==> config.mk <==
export PLATFORM = sky130hd
export DESIGN_NAME = weight_fifo_loader
export DESIGN_NICKNAME = d
export VERILOG_FILES = /design/src/rtl/weight_fifo_loader.sv
export SDC_FILE = /design/constraint.sdc
export NUM_CORES = 1
export LEC_CHECK = 0
export CAP_MARGIN = 20
export CORE_MARGIN = 10
export CORE_UTILIZATION = 25
export CTS_CLUSTER_DIAMETER = 80
export DETAILED_ROUTE_END_ITERATION = 8
export GPL_ROUTABILITY_DRIVEN = 0
export PLACE_DENSITY = 0.52
export SLEW_MARGIN = 30
export SYNTH_ARGS = -nofsm -noshare
export SYNTH_HDL_FRONTEND = slang
export SYNTH_SLANG_ARGS = --single-unit
==> constraint.sdc <==
create_clock -name clk -period 14.5 [get_ports clk]
set_input_delay 2.9 -clock clk [delete_from_list [all_inputs] [get_ports clk]]
set_output_delay 2.9 -clock clk [all_outputs]
set_load 0.05 [all_outputs]
==> src/rtl/weight_fifo_loader.sv <==
`timescale 1ns/1ps
`default_nettype none
// ============================================================================
//  Module   : weight_fifo_loader
//  Purpose  : Write side of the weight FIFO. Accepts tile-load commands,
//             issues FIFO_WIDTH row reads to weight memory, forwards each
//             returned row into the weight FIFO, and tracks resident tiles
//             together with a per-tile stagger flag for the drain side.
//  Revision : 1.0  initial release
// ============================================================================
module weight_fifo_loader #(
    parameter int FIFO_WIDTH  = 16,
    parameter int DATA_WIDTH  = 8,
    parameter int ADDR_WIDTH  = 16,
    parameter int DEPTH_TILES = 4
) (
    input  logic                                 clk,
    input  logic                                 reset,
    input  logic                                 cmd_valid,
    output logic                                 cmd_ready,
    input  logic [ADDR_WIDTH-1:0]                cmd_addr,
    input  logic                                 cmd_stagger,
    output logic                                 mem_rd_en,
    output logic [ADDR_WIDTH-1:0]                mem_addr,
    input  logic                                 mem_rd_valid,
    input  logic [FIFO_WIDTH*DATA_WIDTH-1:0]     mem_rd_data,
    output logic                                 fifo_push,
    output logic [FIFO_WIDTH*DATA_WIDTH-1:0]     fifo_data,
    output logic                                 tile_ready,
    output logic                                 head_stagger,
    input  logic                                 tile_consumed,
    output logic [$clog2(DEPTH_TILES+1)-1:0]     tiles_avail,
    output logic                                 busy,
    output logic [1:0]                           err
);

    localparam int ROW_W  = FIFO_WIDTH * DATA_WIDTH;
    localparam int CNT_W  = $clog2(FIFO_WIDTH + 1);
    localparam int TILE_W = $clog2(DEPTH_TILES + 1);
    localparam int PTR_W  = $clog2(DEPTH_TILES);

    localparam logic [CNT_W-1:0]  LAST_ISSUE = CNT_W'(FIFO_WIDTH - 1);
    localparam logic [CNT_W-1:0]  ROWS       = CNT_W'(FIFO_WIDTH);
    localparam logic [TILE_W-1:0] MAX_TILES  = TILE_W'(DEPTH_TILES);

    typedef enum logic [1:0] {
        S_IDLE  = 2'd0,
        S_ISSUE = 2'd1,
        S_DRAIN = 2'd2
    } state_t;

    state_t                   state_q, state_d;
    logic [ADDR_WIDTH-1:0]    addr_q, addr_d;
    logic                     stagger_q, stagger_d;
    logic [CNT_W-1:0]         issue_cnt_q, issue_cnt_d;
    logic [CNT_W-1:0]         rx_cnt_q, rx_cnt_d;
    logic                     push_q, push_d;
    logic [ROW_W-1:0]         data_q, data_d;
    logic [TILE_W-1:0]        tiles_q, tiles_d;
    logic [PTR_W-1:0]         wr_ptr_q, wr_ptr_d;
    logic [PTR_W-1:0]         rd_ptr_q, rd_ptr_d;
    logic [DEPTH_TILES-1:0]   queue_q;
    logic [1:0]               err_q, err_d;
    logic                     ready_q, ready_d;

    logic                     rx_ok;
    logic                     complete;
    logic                     consume_ok;

    // Row acceptance, tile completion and consumption qualifiers
    always_comb begin
        rx_ok      = mem_rd_valid && (state_q != S_IDLE) && (rx_cnt_q < ROWS);
        complete   = (state_q == S_DRAIN) && (rx_cnt_q == ROWS);
        consume_ok = tile_consumed && (tiles_q != '0);
    end

    // Next-state logic: load FSM, row forwarding, tile accounting, errors
    always_comb begin
        state_d     = state_q;
        addr_d      = addr_q;
        stagger_d   = stagger_q;
        issue_cnt_d = issue_cnt_q;
        rx_cnt_d    = rx_cnt_q;
        push_d      = rx_ok;
        data_d      = data_q;
        tiles_d     = tiles_q;
        wr_ptr_d    = wr_ptr_q;
        rd_ptr_d    = rd_ptr_q;
        err_d       = err_q;

        if (rx_ok) begin
            rx_cnt_d = rx_cnt_q + CNT_W'(1);
            data_d   = mem_rd_data;
        end
        // Rows arriving while idle or after the tile is full are dropped
        if (mem_rd_valid && !rx_ok) begin
            err_d[1] = 1'b1;
        end
        if (tile_consumed && (tiles_q == '0)) begin
            err_d[0] = 1'b1;
        end

        case (state_q)
            S_IDLE: begin
                if (cmd_valid && ready_q) begin
                    addr_d      = cmd_addr;
                    stagger_d   = cmd_stagger;
                    issue_cnt_d = '0;
                    rx_cnt_d    = '0;
                    state_d     = S_ISSUE;
                end
            end
            S_ISSUE: begin
                if (issue_cnt_q == LAST_ISSUE) begin
                    state_d = S_DRAIN;
                end else begin
                    issue_cnt_d = issue_cnt_q + CNT_W'(1);
                    addr_d      = addr_q + ADDR_WIDTH'(1);
                end
            end
            S_DRAIN: begin
                if (complete) begin
                    wr_ptr_d = wr_ptr_q + PTR_W'(1);
                    state_d  = S_IDLE;
                end
            end
            default: state_d = S_IDLE;
        endcase

        if (consume_ok) begin
            rd_ptr_d = rd_ptr_q + PTR_W'(1);
        end
        // A completion and a consume in the same cycle cancel out
        case ({complete, consume_ok})
            2'b10:   tiles_d = tiles_q + TILE_W'(1);
            2'b01:   tiles_d = tiles_q - TILE_W'(1);
            default: tiles_d = tiles_q;
        endcase

        // Registered so that cmd_ready is low throughout reset
        ready_d = (state_d == S_IDLE) && (tiles_d < MAX_TILES);
    end

    // State and datapath registers
    always_ff @(posedge clk or posedge reset) begin
        if (reset) begin
            state_q     <= S_IDLE;
            addr_q      <= '0;
            stagger_q   <= 1'b0;
            issue_cnt_q <= '0;
            rx_cnt_q    <= '0;
            push_q      <= 1'b0;
            data_q      <= '0;
            tiles_q     <= '0;
            wr_ptr_q    <= '0;
            rd_ptr_q    <= '0;
            err_q       <= '0;
            ready_q     <= 1'b0;
        end else begin
            state_q     <= state_d;
            addr_q      <= addr_d;
            stagger_q   <= stagger_d;
            issue_cnt_q <= issue_cnt_d;
            rx_cnt_q    <= rx_cnt_d;
            push_q      <= push_d;
            data_q      <= data_d;
            tiles_q     <= tiles_d;
            wr_ptr_q    <= wr_ptr_d;
            rd_ptr_q    <= rd_ptr_d;
            err_q       <= err_d;
            ready_q     <= ready_d;
        end
    end

    // Per-tile stagger flag queue, written when a tile completes
    always_ff @(posedge clk or posedge reset) begin
        if (reset) begin
            queue_q <= '0;
        end else if (complete) begin
            queue_q[wr_ptr_q] <= stagger_q;
        end
    end

    // Output mapping
    always_comb begin
        cmd_ready    = ready_q;
        mem_rd_en    = (state_q == S_ISSUE);
        mem_addr     = addr_q;
        fifo_push    = push_q;
        fifo_data    = data_q;
        tile_ready   = (tiles_q != '0);
        head_stagger = (tiles_q != '0) && queue_q[rd_ptr_q];
        tiles_avail  = tiles_q;
        busy         = (state_q != S_IDLE);
        err          = err_q;
    end

endmodule
`default_nettype wire

# Word level (Yosys, flattened, before mapping)
# Index checks and enable logic that the tools add are counted.
# op_classes
n_addsub	7
mul	0
div_mod_pow	0
n_lt_le_gt_ge	5
eq_ne	8
shift	0
muxes	19
n_bitwise	0
n_reduce_logical	20
# ops
cell	count
$mux 16	2
$pmux 16 s2	1
$mux 5	5
$add 16x1->16 const B	1
$add 5x1->5 const B	2
$logic_and 1x1->1	10
$pmux 5 s2	1
$lt 2x3->1 const B	2
$mux 2	3
$pmux 2 s3	1
$pmux 3 s2	1
$eq 5x4->1 const B	1
$eq 5x5->1 const B	1
$lt 5x5->1 const B	1
$add 2x1->2 const B	2
$bwmux 4	1
$eq 2x1->1 const B	2
$eq 2x2->1 const B	2
$logic_not 2->1	2
$ne 2x2->1 const B	2
$reduce_and 2->1	2
$reduce_bool 2->1	2
$add 3x1->3 const B	1
$logic_not 3->1	1
other kinds (9)	10
# totals
register_bits	172
latchBits	0
ramBits	0
romBits	0
input_bits	150
out_inout_bits	155
memories	0

# Longest topological paths before layout
# Gate-level depths: netlist of the first run.
# depth
ltp_word	6
mapped_depth	12
depth_no_buf	11

# Worst setup path before layout of the first run
# Ideal clock, no wire load.
# synth_path
kind	reg-to-output
from	register tiles_q[0], in the netlist tiles_avail[0]
to	output head_stagger
arrival_time_ps	1691
required_time_ps	11600
path_slack_ps	9909
path_stages_with_launch	3
path_cell_list	dfrtp_1 -> or3_1 -> and2_1
# synth_between
elab_chain_cells	2
# synth_rtl
item	line_no	source
from (decl)	59	logic [TILE_W-1:0] tiles_q, tiles_d;
from (signal assigned)	167	tiles_q <= tiles_d;
$reduce_bool 3->1	--	
net tile_ready	29	output logic tile_ready,
$logic_and 1x1->1	192	head_stagger = (tiles_q != '0) && queue_q[rd_ptr_q];
to (decl)	30	output logic head_stagger,
# The timed path passes the listed nets, and every way through them passes these cells.

# Worst setup path after layout of the first run
# layout_path
from	register state_q[1]
to	output mem_rd_en
# layout_between
elab_chain_cells	1
# layout_rtl
item	line_no	source
from (decl)	52	state_t state_q, state_d;
from (signal assigned)	160	state_q <= state_d;
$eq 2x1->1	187	mem_rd_en = (state_q == S_ISSUE);
to (decl)	23	output logic mem_rd_en,
# No other way between the ends.

==> results of run 1 <==
registers in the layout, indices dropped and copies added, names as in the netlist:
signal	flops
stagger_q	1
issue_cnt_q	5
mem_addr	16
fifo_data	128
err	2
cmd_ready	1
tiles_avail	3
wr_ptr_q	2
queue_q	4
rx_cnt_q	5
fifo_push	1
state_q	2
rd_ptr_q	2
stage by stage:
stage | std cells | power [mW]
floorplan | 511 | 2.07
global placement | 1173 | 2.67
detailed placement | 1173 | 2.68
CTS | 1204 | 3.16
global route | 1205 | 3.28
finish | 1205 | 3.11
power groups by stage:
stage                     clock network (mW)  logic [mW]  registers (mW)
after floorplan                            0       0.469            1.60
after global placement                     0        1.81           0.862
after detailed placement                   0        1.81           0.867
after CTS                              0.479        1.82           0.860
after global routing                   0.500        1.88           0.896
final                                  0.457        1.80           0.858
worst register-to-register path, delay by kind of cell, from the launching register on:
| kind | cells | cell delay, ns |
|---|---|---|
| xor+xnor | 2 | 0.35 |
| fa+ha+maj | 3 | 0.74 |
| buf+inv | 2 | 0.15 |
| flops | 1 | 0.42 |
| simple gates | 4 | 0.76 |
cells in the mapped netlist, types with 3 or more instances:
cell / count
nand4_1: 6
o21ai_0: 13
ha_1: 10
mux2_2: 134
dfrtp_1: 172
xor2_1: 4
inv_1: 11
buf_2: 12
mux2i_1: 4
nor2_1: 18
nor4_1: 3
and3_1: 4
buf_6: 10
nand3_1: 7
nor3_1: 10
nand2_1: 25
xnor2_1: 7
or3_1: 3
nand2b_1: 4
a21oi_1: 16
o22ai_1: 3
per-layer routing:
metal,up-vias,part of all wire,global-route usage
met2,190,0.47,0.188
met1,2557,0.43,0.144
met3,8,0.087,0.0511
met5,-,0,0
li1,2414,-,-
met4,0,0.0072,0.0266
final timing paths:
path                                   from             end  slack (ns)  cells after the start
min in group asynchronous             reset  fifo_data[100]        2.99                      2
worst max-delay path             state_q[1]       mem_rd_en        8.53                      3
worst max register to register  rx_cnt_q[0]       cmd_ready       11.97                     11
worst min register to register       err[1]          err[1]        0.47                      1
worst min-delay path                 err[1]          err[1]        0.47                      1
max in group asynchronous             reset      state_q[1]       10.27                      3
cells by family after synthesis:
group           Yosys count  share of synthesized area
compound gates           46                     0.0382
xor+xnor                 11                     0.0135
fa+ha+maj                11                     0.0203
buf+inv                  35                     0.0310
flops                   172                      0.603
mux                     139                      0.220
simple gates             97                     0.0733
cell type report:
| type | count | area [um2] | share of cell area |
|---|---|---|---|
| Sequential cell | 172 | 4300 | 0.387 |
| Clock inverter | 13 | 134 | 0.0120 |
| Multi-Input combinational cell | 304 | 2610 | 0.235 |
| Clock buffer | 18 | 439 | 0.0395 |
| Inverter | 12 | 52.6 | 0.00473 |
| Timing Repair Buffer | 308 | 3100 | 0.279 |
| Tap cell | 378 | 473 | 0.0426 |
==> metrics, run 1 <==
status=completed; Top delay family on crit path=buffers and inverters; Post-synth EDFFs=0; crit path DAT=~3.1 ns; synth-to-layout area growth=55.8%; Fin Setup TNS=0 ns; number of global-route vias before repair=5425; most frequent cells in the layout=304 x clkdlybuf4s50_1, 172 x dfrtp_1, 134 x mux2_2, 25 x nand2_1, 18 x nor2_1; RSZ-0062 raised after global routing=false; commonest non-fill, non-tap cell in the layout=clkdlybuf4s50_1; Starting Density=0.255; Seq/Total Area, Yosys=0.603; CTS resizes=0; Setup Viol. Count Final=0; dpl ws=just under 9 ns; worst hold margin=0.472 ns; Root Driver=clkbuf_16; I/O pin total=305; Worst VDD drop=0.138 mV; number of max-cap violations=0; Std-Cell Rows=61; vias per cell=4.29; # nets final=around 980; syn nets=672; post-route clock period utilization=0.412; Slew HR=0.439; Clock Power Share=0.147; Tightest Hold Check Type=flop to flop; FILL cells=2719; Fin Clk Skew=0.0128 ns; #FFs+latches synth=172; Post-CTS Setup Inserts=0; Post-DRT Antenna Nets=0; ant diodes=0; first-pass GRT wire length=33.3 mm; crit-path cells=nand2b_1, inv_1, clkdlybuf4s50_1; Worst Path Max Fanout=22; Sw Ratio=0.480; area leader, netlist=dfrtp_1; largest net degree at the start of global routing=a little over 100; total CTS buffers=17; final wirelength=21.6 mm; Core Area=27900 um2; Comb pwr share=0.577; Port Buffers=304; Final Max Slew Viols=0; H-tree level count=4; hold_buf cts=0; hpwl dp=15.6 mm; Cell Area, Placed=10500 um2; Die Y=189 um; Vias=5169; GRT Overall Usage=0.118; internal power=1.62 mW; clk sinks=172; Die Wd=189 um; clock latency on the worst-skew pair=0.42 ns; area share of the largest cell type after synthesis=0.603; Tightest Pin Transition=0.842 ns; Final Instance Area=11100 um2; leakage power=4.49 nW; Seq pwr share=0.276; slowest cell on the critical path=clkdlybuf4s50_1; pwr/cell area=280 nW/um2; Post-Synthesis Cells=511; final core utilization=0.398; critical path required time=11.60 ns; final worst slack=roughly 8.5 ns; clk slew on worst S/H paths=0.07 ns; Max Buffers Root-to-Sink=2; initial antenna violation count=0; f_max=approximately 0.17 GHz; min cycle time layout=~6.0 ns; 1st-iter DRT viols=about 220; DRT Pass-1 Iters=4; Cell variety after synth=50; die area=~36000 um2; syn_area_per_cell=approximately 14 um2; gr ovfl total=0; Synth Flop Type=dfrtp_1; final hold violation count=0; DRC viols=0; crit path launch type=flop; CP peak stage delay=0.94 ns; CTS tree=yes; Net Switching=1.49 mW; Async SR Flop Fraction=1.00; CP Buf/Inv Count=2; Ys Warns=0; share of layout cells above drive strength 1=0.219; Post-Syn Area=7130 um2; drt wl/cell=18.0 um; crit end category=output port; synth top area cells=dfrtp_1 60%, mux2_2 21%, ha_1 1.8%; Worst Setup Path Type=flop to output port
Note: power is estimated with default switching activity, not from simulation.
==> run 2, diff against run 1 <==
Clock period 14.5 ns to 5.8 ns, I/O delays scaled along.
==> run 2 against run 1 <==
  * Sequential power grew to 2.5 times the previous value
  * Die area unchanged
  * Setup slack got worse by 6.9 ns
  * Cell count about the same
  * Global-route usage rose by 0.083 points
  * Critical path depth did not move
  * Via count shrank 0.12%
  * Non-clock buffer count unchanged
  * Register-to-register slack got worse by 8.7 ns
  * Critical path type unchanged
  * Critical endpoint unchanged
==> metrics, run 2 (synthesized netlist as in run 1, its figures left out) <==
R2R cell count=11 (unchanged); ant diodes=0 (unchanged); Fin Clk Skew=0.0201 ns (was 0.0128 ns); status=completed (unchanged); leakage power=4.50 nW (was 4.49 nW); Tightest Pin Transition=0.869 ns (was 0.842 ns); RSZ-0062 raised after global routing=false (unchanged); final core utilization=0.399 (was 0.398); post-route clock period utilization=0.727; # nets final=976 (unchanged); DRT Pass-1 Iters=4 (unchanged); total CTS buffers=17 (unchanged); FILL cells=2735 (was 2719); Vias=5163 (was 5169); Post-DRT Antenna Nets=0 (unchanged); Std-Cell Rows=61 (unchanged); hold_buf cts=0 (unchanged); clk slew on worst S/H paths=0.07 ns (about the same); critical path required time=4.64 ns (was 11.60 ns); CTS resizes=0 (unchanged); share of layout cells above drive strength 1=0.220 (was 0.219); Worst Path Max Fanout=22 (unchanged); most frequent cells in the layout=304 x clkdlybuf4s50_1, 172 x dfrtp_1, 134 x mux2_2, 25 x nand2_1, 18 x nor2_1 (unchanged); Post-CTS Setup Inserts=0 (unchanged); GRT Overall Usage=0.119 (was 0.118); Critical path origin=state_q[1] (unchanged); number of max-cap violations=0 (unchanged); Port Buffers=304 (unchanged); Tightest Hold Check Type=flop to flop (unchanged); register area=4300 um2 (unchanged); synth-to-layout area growth=56.2% (was 55.8%); Setup Viol. Count Final=0 (unchanged); multi-input logic area=2610 um2 (unchanged); die area=35700 um2 (unchanged); worst setup path end=mem_rd_en (unchanged); initial antenna violation count=0 (unchanged); max FFs per register=128 (unchanged); min cycle time layout=4.22 ns; Final Max Slew Viols=0 (unchanged); Die Wd=189 um (unchanged); gr ovfl total=0 (unchanged); final hold violation count=0 (unchanged); Die Y=189 um (unchanged); clk sinks=172 (unchanged); number of global-route vias before repair=5394 (was 5425); hpwl dp=16.0 mm (was 15.6 mm); crit path launch type=flop (unchanged); crit end category=output port (unchanged); H-tree level count=4 (unchanged); vias per cell=4.28 (was 4.29); CTS tree=yes (unchanged); drt wl/cell=17.9 um (was 18.0 um); DRC viols=0 (unchanged); commonest non-fill, non-tap cell in the layout=clkdlybuf4s50_1 (unchanged); crit path DAT=3.06 ns (was 3.07 ns); Starting Density=0.255 (unchanged); I/O pin total=305 (unchanged); launch point of the worst reg-to-reg path=rx_cnt_q[0] (unchanged); pwr/cell area=700 nW/um2 (was 280 nW/um2); Slew HR=0.420 (was 0.439); Worst VDD drop=0.270 mV (was 0.138 mV); Fin Setup TNS=0 ns (unchanged); Power Total=7.80 mW (was 3.11 mW); Worst Setup Path Type=flop to output port (unchanged); first-pass GRT wire length=33.5 mm (was 33.3 mm); Max Buffers Root-to-Sink=2 (unchanged); R2R Path End=cmd_ready (unchanged); Root Driver=clkbuf_16 (unchanged); Reg2Reg Setup Slack=3.25 ns (was 11.97 ns); 1st-iter DRT viols=202 (was 221); f_max=~0.24 GHz; clock latency on the worst-skew pair=0.43 ns (was 0.42 ns); largest net degree at the start of global routing=85 (was 103); final wirelength=21.6 mm (about the same); Core Area=27900 um2 (unchanged)
==> run 2: worst min-delay path by stage <==
| stage | from | depth (start not counted) | slack [ns] | end |
|---|---|---|---|---|
| 3_3_place_gp | err[0] | 1 | 0.46 | err[0] |
| 6_report | err[1] | 1 | 0.48 | err[1] |
| 3_5_place_dp | err[1] | 1 | 0.46 | err[1] |
| 5_1_grt | err[1] | 1 | 0.50 | err[1] |
| 4_1_cts | err[1] | 1 | 0.48 | err[1] |
| 2_1_floorplan | rd_ptr_q[1] | 1 | 0.45 | rd_ptr_q[1] |
==> run 2: worst max-delay path, stage by stage, from the launching register on <==
cell and delay, ns:
dfrtp_1 0.48, nand2b_1 0.55, inv_1 0.68, clkdlybuf4s50_1 0.93
==> run 2: power by group <==
part | switching [mW] | internal (mW)
Clock | 0.558 | 0.632
Sequential | 0.367 | 1.78
Combinational | 2.82 | 1.64
Total | 3.75 | 4.06
==> run 2: layer usage <==
metal / track usage / up-vias / routed length [um]
met5: 0 / - / 0
met4: 0.0211 / 0 / 115
met3: 0.0500 / 9 / 1910
met2: 0.181 / 204 / 9810
met1: 0.155 / 2521 / 9770
li1: - / 2429 / -
==> run 2: area by class of cell <==
cell class,instances,area share
inverters,12,0.00438
clock inverters,14,0.0150
flip-flops and latches,172,0.386
repair buffers,308,0.278
well taps,378,0.0424
clock buffers,18,0.0394
multi-input cells,304,0.235
==> run 2: metrics by stage <==
stage,setup slack (ns),hold WS (ns),cell area (um2),std cells
2_1_floorplan,2.44,0.453,7140,511
3_3_place_gp,2.07,0.460,10500,1174
3_5_place_dp,2.02,0.460,10500,1174
4_1_cts,1.54,0.484,11100,1206
5_1_grt,1.35,0.504,11100,1206
6_report,1.58,0.476,11100,1206
